### src/rtl/neuron_setup_sequencer.sv
// rtl/neuron_setup_sequencer.sv - framed byte-stream sequencer that programs and runs the LIF/PWM neuron pair
//
// Purpose:
//   Decodes a header byte (opcode in bits [7:5]) followed by a payload.
//   Config opcodes become one-cycle setup strobes carrying setup_control/setup_data.
//   The RUN opcode enables the neuron for a programmed number of cycles while counting spikes.
//
// Ports:
//   clk, reset          clock, asynchronous active-high reset
//   in_data/in_valid    command/payload byte stream from the host
//   in_ready            byte accepted when in_valid & in_ready
//   abort               synchronous return to IDLE
//   spike_in            neuron spike output sampled while execute is high
//   setup_control/data  register select and byte for the neuron config registers
//   setup_strobe        one-cycle write enable
//   execute             neuron enable during RUN
//   busy                high outside IDLE
//   done                one-cycle pulse at the end of a run
//   spike_count         saturating spike count of the last/current run
//   error               sticky, set by the reserved opcode
module neuron_setup_sequencer #(
  parameter int CFG_BYTES      = 4,
  parameter int SPIKE_CNT_BITS = 8
) (
  input  logic                      clk,
  input  logic                      reset,
  input  logic [7:0]                in_data,
  input  logic                      in_valid,
  output logic                      in_ready,
  input  logic                      abort,
  input  logic                      spike_in,
  output logic [2:0]                setup_control,
  output logic [7:0]                setup_data,
  output logic                      setup_strobe,
  output logic                      execute,
  output logic                      busy,
  output logic                      done,
  output logic [SPIKE_CNT_BITS-1:0] spike_count,
  output logic                      error
);

  typedef enum logic [2:0] {
    S_IDLE   = 3'd0,
    S_LOAD   = 3'd1,
    S_RUNCNT = 3'd2,
    S_RUN    = 3'd3,
    S_DONE   = 3'd4
  } state_t;

  localparam logic [2:0] OP_RESERVED = 3'b101;
  localparam logic [2:0] OP_RUN      = 3'b111;

  // Multi-byte payload length, never less than one byte.
  localparam logic [7:0] CFG_LEN = (CFG_BYTES < 1) ? 8'd1 : 8'(CFG_BYTES);

  state_t                    state_q;
  logic [2:0]                opcode_q;
  logic [7:0]                rem_q;
  logic [7:0]                run_left_q;
  logic [2:0]                setup_control_q;
  logic [7:0]                setup_data_q;
  logic                      setup_strobe_q;
  logic                      execute_q;
  logic                      done_q;
  logic [SPIKE_CNT_BITS-1:0] spike_count_q;
  logic                      error_q;

  logic [7:0]                payload_len_d;
  logic [SPIKE_CNT_BITS-1:0] spike_count_d;
  logic                      ready_state;
  logic                      accept;

  // Abort also drops in_ready so a byte presented in the abort cycle is not silently lost.
  assign ready_state = (state_q == S_IDLE) || (state_q == S_LOAD) || (state_q == S_RUNCNT);
  assign in_ready    = ready_state && !abort;
  assign accept      = in_valid && in_ready;

  always_comb begin
    payload_len_d = 8'd1;
    if (in_data[7:6] == 2'b00) begin
      payload_len_d = CFG_LEN;
    end
  end

  assign spike_count_d = (&spike_count_q) ? spike_count_q
                                          : spike_count_q + SPIKE_CNT_BITS'(1);

  always_ff @(posedge clk or posedge reset) begin
    if (reset) begin
      state_q         <= S_IDLE;
      opcode_q        <= 3'd0;
      rem_q           <= 8'd0;
      run_left_q      <= 8'd0;
      setup_control_q <= 3'd0;
      setup_data_q    <= 8'd0;
      setup_strobe_q  <= 1'b0;
      execute_q       <= 1'b0;
      done_q          <= 1'b0;
      spike_count_q   <= '0;
      error_q         <= 1'b0;
    end else begin
      // Strobe and done are single-cycle pulses unless re-armed below.
      setup_strobe_q <= 1'b0;
      done_q         <= 1'b0;

      if (abort) begin
        state_q    <= S_IDLE;
        execute_q  <= 1'b0;
        rem_q      <= 8'd0;
        run_left_q <= 8'd0;
      end else begin
        case (state_q)
          S_IDLE: begin
            if (accept) begin
              opcode_q <= in_data[7:5];
              rem_q    <= payload_len_d;
              if (in_data[7:5] == OP_RESERVED) begin
                error_q <= 1'b1;
              end else if (in_data[7:5] == OP_RUN) begin
                state_q <= S_RUNCNT;
              end else begin
                state_q <= S_LOAD;
              end
            end
          end

          S_LOAD: begin
            if (accept) begin
              setup_data_q    <= in_data;
              setup_control_q <= opcode_q;
              setup_strobe_q  <= 1'b1;
              rem_q           <= rem_q - 8'd1;
              if (rem_q == 8'd1) begin
                state_q <= S_IDLE;
              end
            end
          end

          S_RUNCNT: begin
            if (accept) begin
              spike_count_q <= '0;
              run_left_q    <= in_data;
              if (in_data == 8'd0) begin
                state_q <= S_DONE;
                done_q  <= 1'b1;
              end else begin
                state_q   <= S_RUN;
                execute_q <= 1'b1;
              end
            end
          end

          S_RUN: begin
            if (execute_q && spike_in) begin
              spike_count_q <= spike_count_d;
            end
            run_left_q <= run_left_q - 8'd1;
            // run_left_q counts the execute cycles still to go, including this one.
            if (run_left_q <= 8'd1) begin
              execute_q <= 1'b0;
              state_q   <= S_DONE;
              done_q    <= 1'b1;
            end
          end

          S_DONE: begin
            state_q <= S_IDLE;
          end

          default: begin
            state_q   <= S_IDLE;
            execute_q <= 1'b0;
          end
        endcase
      end
    end
  end

  assign setup_control = setup_control_q;
  assign setup_data    = setup_data_q;
  assign setup_strobe  = setup_strobe_q;
  assign execute       = execute_q;
  assign busy          = (state_q != S_IDLE);
  assign done          = done_q;
  assign spike_count   = spike_count_q;
  assign error         = error_q;

endmodule
### config.mk
export PLATFORM = sky130hd
export DESIGN_NAME = neuron_setup_sequencer
export DESIGN_NICKNAME = d
export VERILOG_FILES = /design/src/rtl/neuron_setup_sequencer.sv
export SDC_FILE = /design/constraint.sdc
export NUM_CORES = 1
export LEC_CHECK = 0
export CORE_UTILIZATION = 40
export DETAILED_ROUTE_END_ITERATION = 16
export PLACE_DENSITY = 0.67
export SKIP_CTS_REPAIR_TIMING = 1
export SLEW_MARGIN = 30
export SYNTH_ARGS = -nofsm -noshare
export SYNTH_HDL_FRONTEND = slang
export SYNTH_SLANG_ARGS = --single-unit
### constraint.sdc
create_clock -name clk -period 1.8 [get_ports clk]
set_input_delay 0.54 -clock clk [delete_from_list [all_inputs] [get_ports clk]]
set_output_delay 0.54 -clock clk [all_outputs]
set_load 0.1 [all_outputs]
==> results_dict.tcl, run 1 <==
set metrics [dict create \
    leakage_nw 1.67 \
    cts_buffers 5 \
    pre_cts_ws_ns -0.435 \
    r2r_end "opcode_q[0]$_DFFE_PP0P_" \
    antenna_found_initial 0 \
    cts_tree "done" \
    cts_sinks 45 \
    start_util_pct 42.4 \
    synthesis.nets 288 \
    clockBufferDepth 2 \
    end_kind "output pin" \
    grt-ovfl-total 0 \
    grt_max_degree 46 \
    r2r_start "state_q[1]$_DFFE_PP0P_" \
    synth_xor_area_share_pct 0 \
    p_int_w 0.00257 \
    combPwrFrac_pct 56.5 \
    dpl.cell_count 417 \
    synthAdderAreaFrac_pct 2.84 \
    status "finished, violations left" \
    switching_power_w 0.00232 \
    wire_per_inst_um 16.0 \
    nets 374 \
    hold_viol 0 \
    synth_mux_area_share_pct 7.40 \
    whs_ns 0.515 \
    synth_top_family_by_area "simple AND/OR/NAND/NOR gates" \
    ys_ff_latch 45 \
    dp_hpwl_mm 4.81 \
    cp-start-kind "flip-flop" \
    cap_viol_max_count 0 \
    min_path_type "flip-flop to flip-flop" \
    finalSetupViolations 5 \
    vias_per_cell 5.74 \
    tightest_slew_ns 0.417 \
    max-slew-margin-rel_pct 71.8 \
    seq_area_frac_synth_pct 44.1 \
    synth_edf_count 0 \
    syn_area_sq_mm 0.00255 \
    synth_async_sr_flop_share_pct 100 \
    drc 0 \
    die-height_um 81.9 \
    die_w_um 81.9 \
    ir_drop_mv 1.49 \
    clockPowerShare_pct 13.2 \
    synth_cells 270 \
    setup_ws_ns -0.188 \
    hp-start "opcode_q[2]$_DFFE_PP0P_" \
    swShare_pct 47.4 \
    fin_worst_skew_ns 0.00533 \
    rows 28 \
    nFillCells 487 \
    finalCritPeriodShare_pct 110 \
    top_layer "met4" \
    drive_gt1_share_pct 36.7 \
    worst-endpoint-arrival_ns 1.45 \
    layout_commonest_cell "buf_4" \
    worstPathRequired_ns 1.26 \
    grt_pass1_vias 2325 \
    drt_first_iter_violations 234 \
    dr.pass1.iters 5 \
    fin_crit_ns 1.99 \
    worstSkewPairLatency_ns 0.30 \
    h-tree-depth 2 \
    wl_met3_um 339 \
    synth_compound_area_share_pct 19.7 \
    violations "negative setup slack" \
    ctsRootBufferMaster "clkbuf_8" \
    core_area_sq_mm 0.00603 \
    r2r_slack_ns -0.01 \
    path_max_fanout 3 \
    path_clk_slew_ns 0.09 \
    grt_pass1_wl_mm 11.0 \
    diodes 0 \
    m1WireLength_mm 3.20 \
    vias 2480 \
    synthSimpleGateAreaFrac_pct 21.3 \
    synth_ff_type "dfrtp_1" \
    p_per_area_mw_per_mm2 1260 \
    area_growth_pct 52.2 \
    io_buffers 37 \
    timing.fmax_mhz 503 \
    ys_warn_count 0 \
    die-area_sq_mm 0.00670 \
    worstHoldPathCells 1 \
    finalMaxSlewViolations 0 \
    dr_wl_met2_mm 3.24 \
    ioPinCount 38 \
    final_cell_mix "buf_4, dfrtp_1, buf_12" \
    syn_area_per_cell_sq_um 9.45 \
    rsz0062_at_grt "yes" \
    pwr-share-seq_pct 30.2 \
    critPathKind "flip-flop to output pin" \
    reg2reg_depth 5 \
    synth.distinct_cells 60 \
    antenna_left 0 \
    holdPathEnd "setup_control[2]$_DFFE_PP0P_" \
    track_usage_pct 21.5 \
    place_congestion 0.880 \
    final_cell_count_no_fill 432 \
    wl_mm 6.90 \
]
-- stage by stage --
| step | TNS (ns) | total power [W] | area, sq um | util [%] |
|---|---|---|---|---|
| global route | -0.653 | 0.00506 | 3880 | 64.5 |
| CTS | -2.21 | 0.00482 | 3710 | 61.6 |
| global placement | -13.22 | 0.00414 | 3620 | 60.1 |
| detailed placement | -14.09 | 0.00416 | 3620 | 60.1 |
| finish | -0.388 | 0.00488 | 3880 | 64.5 |
| floorplan | -2.14 | 0.00308 | 2590 | - |
-- synth_stat cells (all sizes together) (3+ instances only) --
library cell,count,area [sq um]
or3,4,25.0
or2,4,25.0
o31ai,5,37.5
buf,8,47.5
mux2,14,169
ha,5,62.6
nand2,19,73.8
nor4,8,50.1
a21o,3,22.5
nor3b,5,37.5
dfrtp,45,1130
and2,5,31.3
or3b,3,28.8
a211oi,5,42.5
o211ai,3,22.5
nand3,12,60.1
clkbuf,5,18.8
a31oi,5,31.3
o21ai,22,110
a31o,3,26.3
nor3,13,65.1
a21oi,16,80.1
inv,14,52.6
nor2,15,61.3
-- registers in the layout, indices dropped and copies added, names as in the netlist --
register	cells
done	1
error	1
execute	1
opcode_q	3
rem_q	8
run_left_q	8
setup_control	3
setup_data	8
setup_strobe	1
spike_count	8
state_q	3
-- kinds of logic (layout without fill, tap and decap cells) --
family | Yosys count | in the layout
buffers and inverters | 27 | 114
AO/OA/AOI/OAI | 77 | 77
AND/OR/NAND/NOR | 99 | 99
multiplexers | 16 | 16
flip-flops | 45 | 45
adder cells (fa/ha/maj) | 6 | 6
-- power by group through the flow --
stage	combinational, W	sequential (W)	clock (W)
after floorplan	0.000531	0.00255	0
after global placement	0.00265	0.00149	0
after detailed placement	0.00267	0.00149	0
after CTS	0.00268	0.00148	0.000663
after global routing	0.00286	0.00151	0.000700
final	0.00276	0.00148	0.000647
-- final cells by class --
cell class                      instances  area [sq um]  area share [%]
Inverter                               14          52.6            1.35
Clock buffer                            5          68.8            1.77
Clock inverter                          3          22.5           0.580
Sequential cell                        45          1140            29.4
Multi-Input combinational cell        198          1430            36.9
Tap cell                               75          93.8            2.42
Timing Repair Buffer                   92          1070            27.6
-- per-layer routing --
metal,track usage [%],vias to the layer above
li1,-,1171
met1,30.5,1201
met2,33.1,91
met3,4.00,17
met4,6.14,0
met5,0,-
-- critical path: stages, from the launching register on --
cell	delay (ns)
dfrtp_1	0.44
buf_12	0.15
a211oi_4	0.25
buf_6	0.15
buf_12	0.16
-- worst max-delay path by stage --
stage	startpoint	end	slack [ns]	cells after the start
after detailed placement	in_valid	run_left_q[6]$_DFFE_PP0P_	-0.44	6
final	state_q[1]$_DFFE_PP0P_	in_ready	-0.19	4
after global placement	abort	setup_data[5]$_DFFE_PP0P_	-0.40	5
after CTS	abort	in_ready	-0.38	4
after global routing	state_q[1]$_DFFE_PP0P_	in_ready	-0.22	4
after floorplan	state_q[0]$_DFFE_PP0P_	opcode_q[0]$_DFFE_PP0P_	-0.58	4
No activity file was read; power rests on OpenSTA's default activity.
==> run 2: changes to the inputs <==
MAX_ROUTING_LAYER = met4   (was unset)
PLACE_DENSITY = 0.65   (was 0.67)
==> run 2 against run 1 <==
  * The flow still finishes with violations (negative setup slack)
  * Via count decreased by 1.3%
  * Register-to-register slack about the same
  * Cell count unchanged
  * Critical path depth unchanged
  * Utilization about the same
  * Fmax decreased by 0.22%
  * Hold slack got worse by 0.040 ns
  * Largest cell class unchanged
==> results_dict.tcl, run 2 (synthesis results as in run 1) <==
set metrics [dict create \
    start_util_pct 42.4 \
    cp-start-kind "flip-flop" \
    place_congestion 0.845 \
    p_per_area_mw_per_mm2 1260 \
    rows 28 \
    critPathKind "flip-flop to output pin" \
    stdcell_area_sq_mm 0.00388 \
    final_cell_mix "buf_4, dfrtp_1, buf_12" \
    worstSkewPairLatency_ns 0.30 \
    cts_tree "done" \
    violations "negative setup slack" \
    path_common_cell "buf_6" \
    leakage_nw 1.68 \
    clockBufferDepth 2 \
    grt_max_degree 18 \
    drive_gt1_share_pct 36.4 \
    slowest_delay_ns 0.45 \
    max-slew-margin-rel_pct 54.4 \
    path_clk_slew_ns 0.09 \
    finalSetupViolations 5 \
    path_cells "buf_6 -> a211oi_4 -> buf_6 -> buf_12" \
    reg2reg_depth 4 \
    finalCritPeriodShare_pct 111 \
    setup_ws_ns -0.193 \
    vias 2448 \
    wl_mm 6.65 \
    finalMaxSlewViolations 0 \
    fin_crit_ns 1.99 \
    grt_pass1_wl_mm 10.8 \
    final_util_pct 64.4 \
    tightest_slew_ns 0.678 \
    placed_cell_area_sq_mm 0.00361 \
    critPathBufInv 3 \
    path_max_fanout 5 \
    grt_pass1_vias 2301 \
    cp-startpoint "state_q[1]$_DFFE_PP0P_" \
    cap_viol_max_count 0 \
    worstSetupEndpoint "in_ready" \
    core_area_sq_mm 0.00603 \
    r2r_end "opcode_q[2]$_DFFE_PP0P_" \
    cts_sinks 45 \
    worstPathRequired_ns 1.26 \
    hold_viol 0 \
    timing.fmax_mhz 502 \
    dr.pass1.iters 4 \
    min_path_type "input port to async pin" \
    die-height_um 81.9 \
    cp.depth 4 \
    r2r_slack_ns -0.01 \
    area_growth_pct 52.1 \
    fin_worst_skew_ns 0.00695 \
    end_kind "output pin" \
    layout_commonest_cell "buf_4" \
    status "finished, violations left" \
    diodes 0 \
    dp_hpwl_mm 4.80 \
    die_w_um 81.9 \
    r2r_start "state_q[1]$_DFFE_PP0P_" \
    vias_per_cell 5.67 \
    cpLargestDelayFamily "flip-flops" \
    die-area_sq_mm 0.00670 \
    ir_drop_mv 1.71 \
    io_buffers 37 \
    pre_cts_ws_ns -0.403 \
    track_usage_pct 21.7 \
    h-tree-depth 2 \
    worst-endpoint-arrival_ns 1.45 \
    cpMaxStageDelayCell "dfrtp_2" \
    antenna_found_initial 0 \
    grt-ovfl-total 0 \
    ioPinCount 38 \
    drt_first_iter_violations 118 \
    ctsRootBufferMaster "clkbuf_8" \
    wire_per_inst_um 15.4 \
    nets 374 \
    drc 0 \
    antenna_left 0 \
    cts_buffers 5 \
    rsz0062_at_grt "yes" \
]
-- run 2: changes by cell type in the layout (fill, tap and decap cells not counted), moves of 2 or more --
cell	delta
buf_4	-2
clkinvlp_4	-3
buf_6	+2
clkbuf_8	+2
-- run 2: worst min-delay path by stage --
| stage | to | slack (ns) | depth (start not counted) |
|---|---|---|---|
| 3_3_place_gp | setup_control[2]$_DFFE_PP0P_ | 0.50 | 1 |
| 2_1_floorplan | setup_control[2]$_DFFE_PP0P_ | 0.46 | 1 |
| 4_1_cts | setup_strobe$_DFF_PP0_ | 0.48 | 2 |
| 3_5_place_dp | setup_control[2]$_DFFE_PP0P_ | 0.49 | 1 |
| 6_report | error$_DFFE_PP0P_ | 0.48 | 2 |
| 5_1_grt | setup_data[7]$_DFFE_PP0P_ | 0.50 | 2 |
-- run 2: power by group --
group	internal [W]	total [W]	leakage [nW]	switching (W)
clock network	0.000347	0.000697	0.0542	0.000349
registers	0.00124	0.00150	0.569	0.000264
logic	0.00104	0.00268	1.06	0.00165
total	0.00262	0.00488	1.68	0.00226
-- run 2: worst reg2reg max path, cell delays in order (launching register included) --
cell and delay (ns):
dfrtp_2 0.45, or3_4 0.42, buf_6 0.13, or3b_4 0.40, mux2_4 0.31
-- run 2: layout make-up --
class / count / area (sq um)
Fill cell: 487 / 2140
Multi-Input combinational cell: 198 / 1410
Tap cell: 75 / 93.8
Clock buffer: 7 / 96.3
Clock inverter: 1 / 5.00
Timing Repair Buffer: 92 / 1080
Sequential cell: 45 / 1140
Inverter: 14 / 52.6
-- run 2: stage by stage --
step	hold WS (ns)	power, W	setup TNS, ns	std cells
2_1_floorplan	0.458	0.00308	-2.14	270
3_3_place_gp	0.499	0.00412	-12.00	415
3_5_place_dp	0.486	0.00414	-12.66	415
4_1_cts	0.478	0.00485	-1.47	423
5_1_grt	0.504	0.00507	-0.688	432
6_report	0.475	0.00488	-0.411	432
-- run 2: routing by layer --
layer | wire length [um] | track usage (%)
met1 | 3020 | 28.3
met3 | 238 | 3.67
met2 | 3280 | 34.1
met5 | 0 | -
met4 | 114 | 7.02
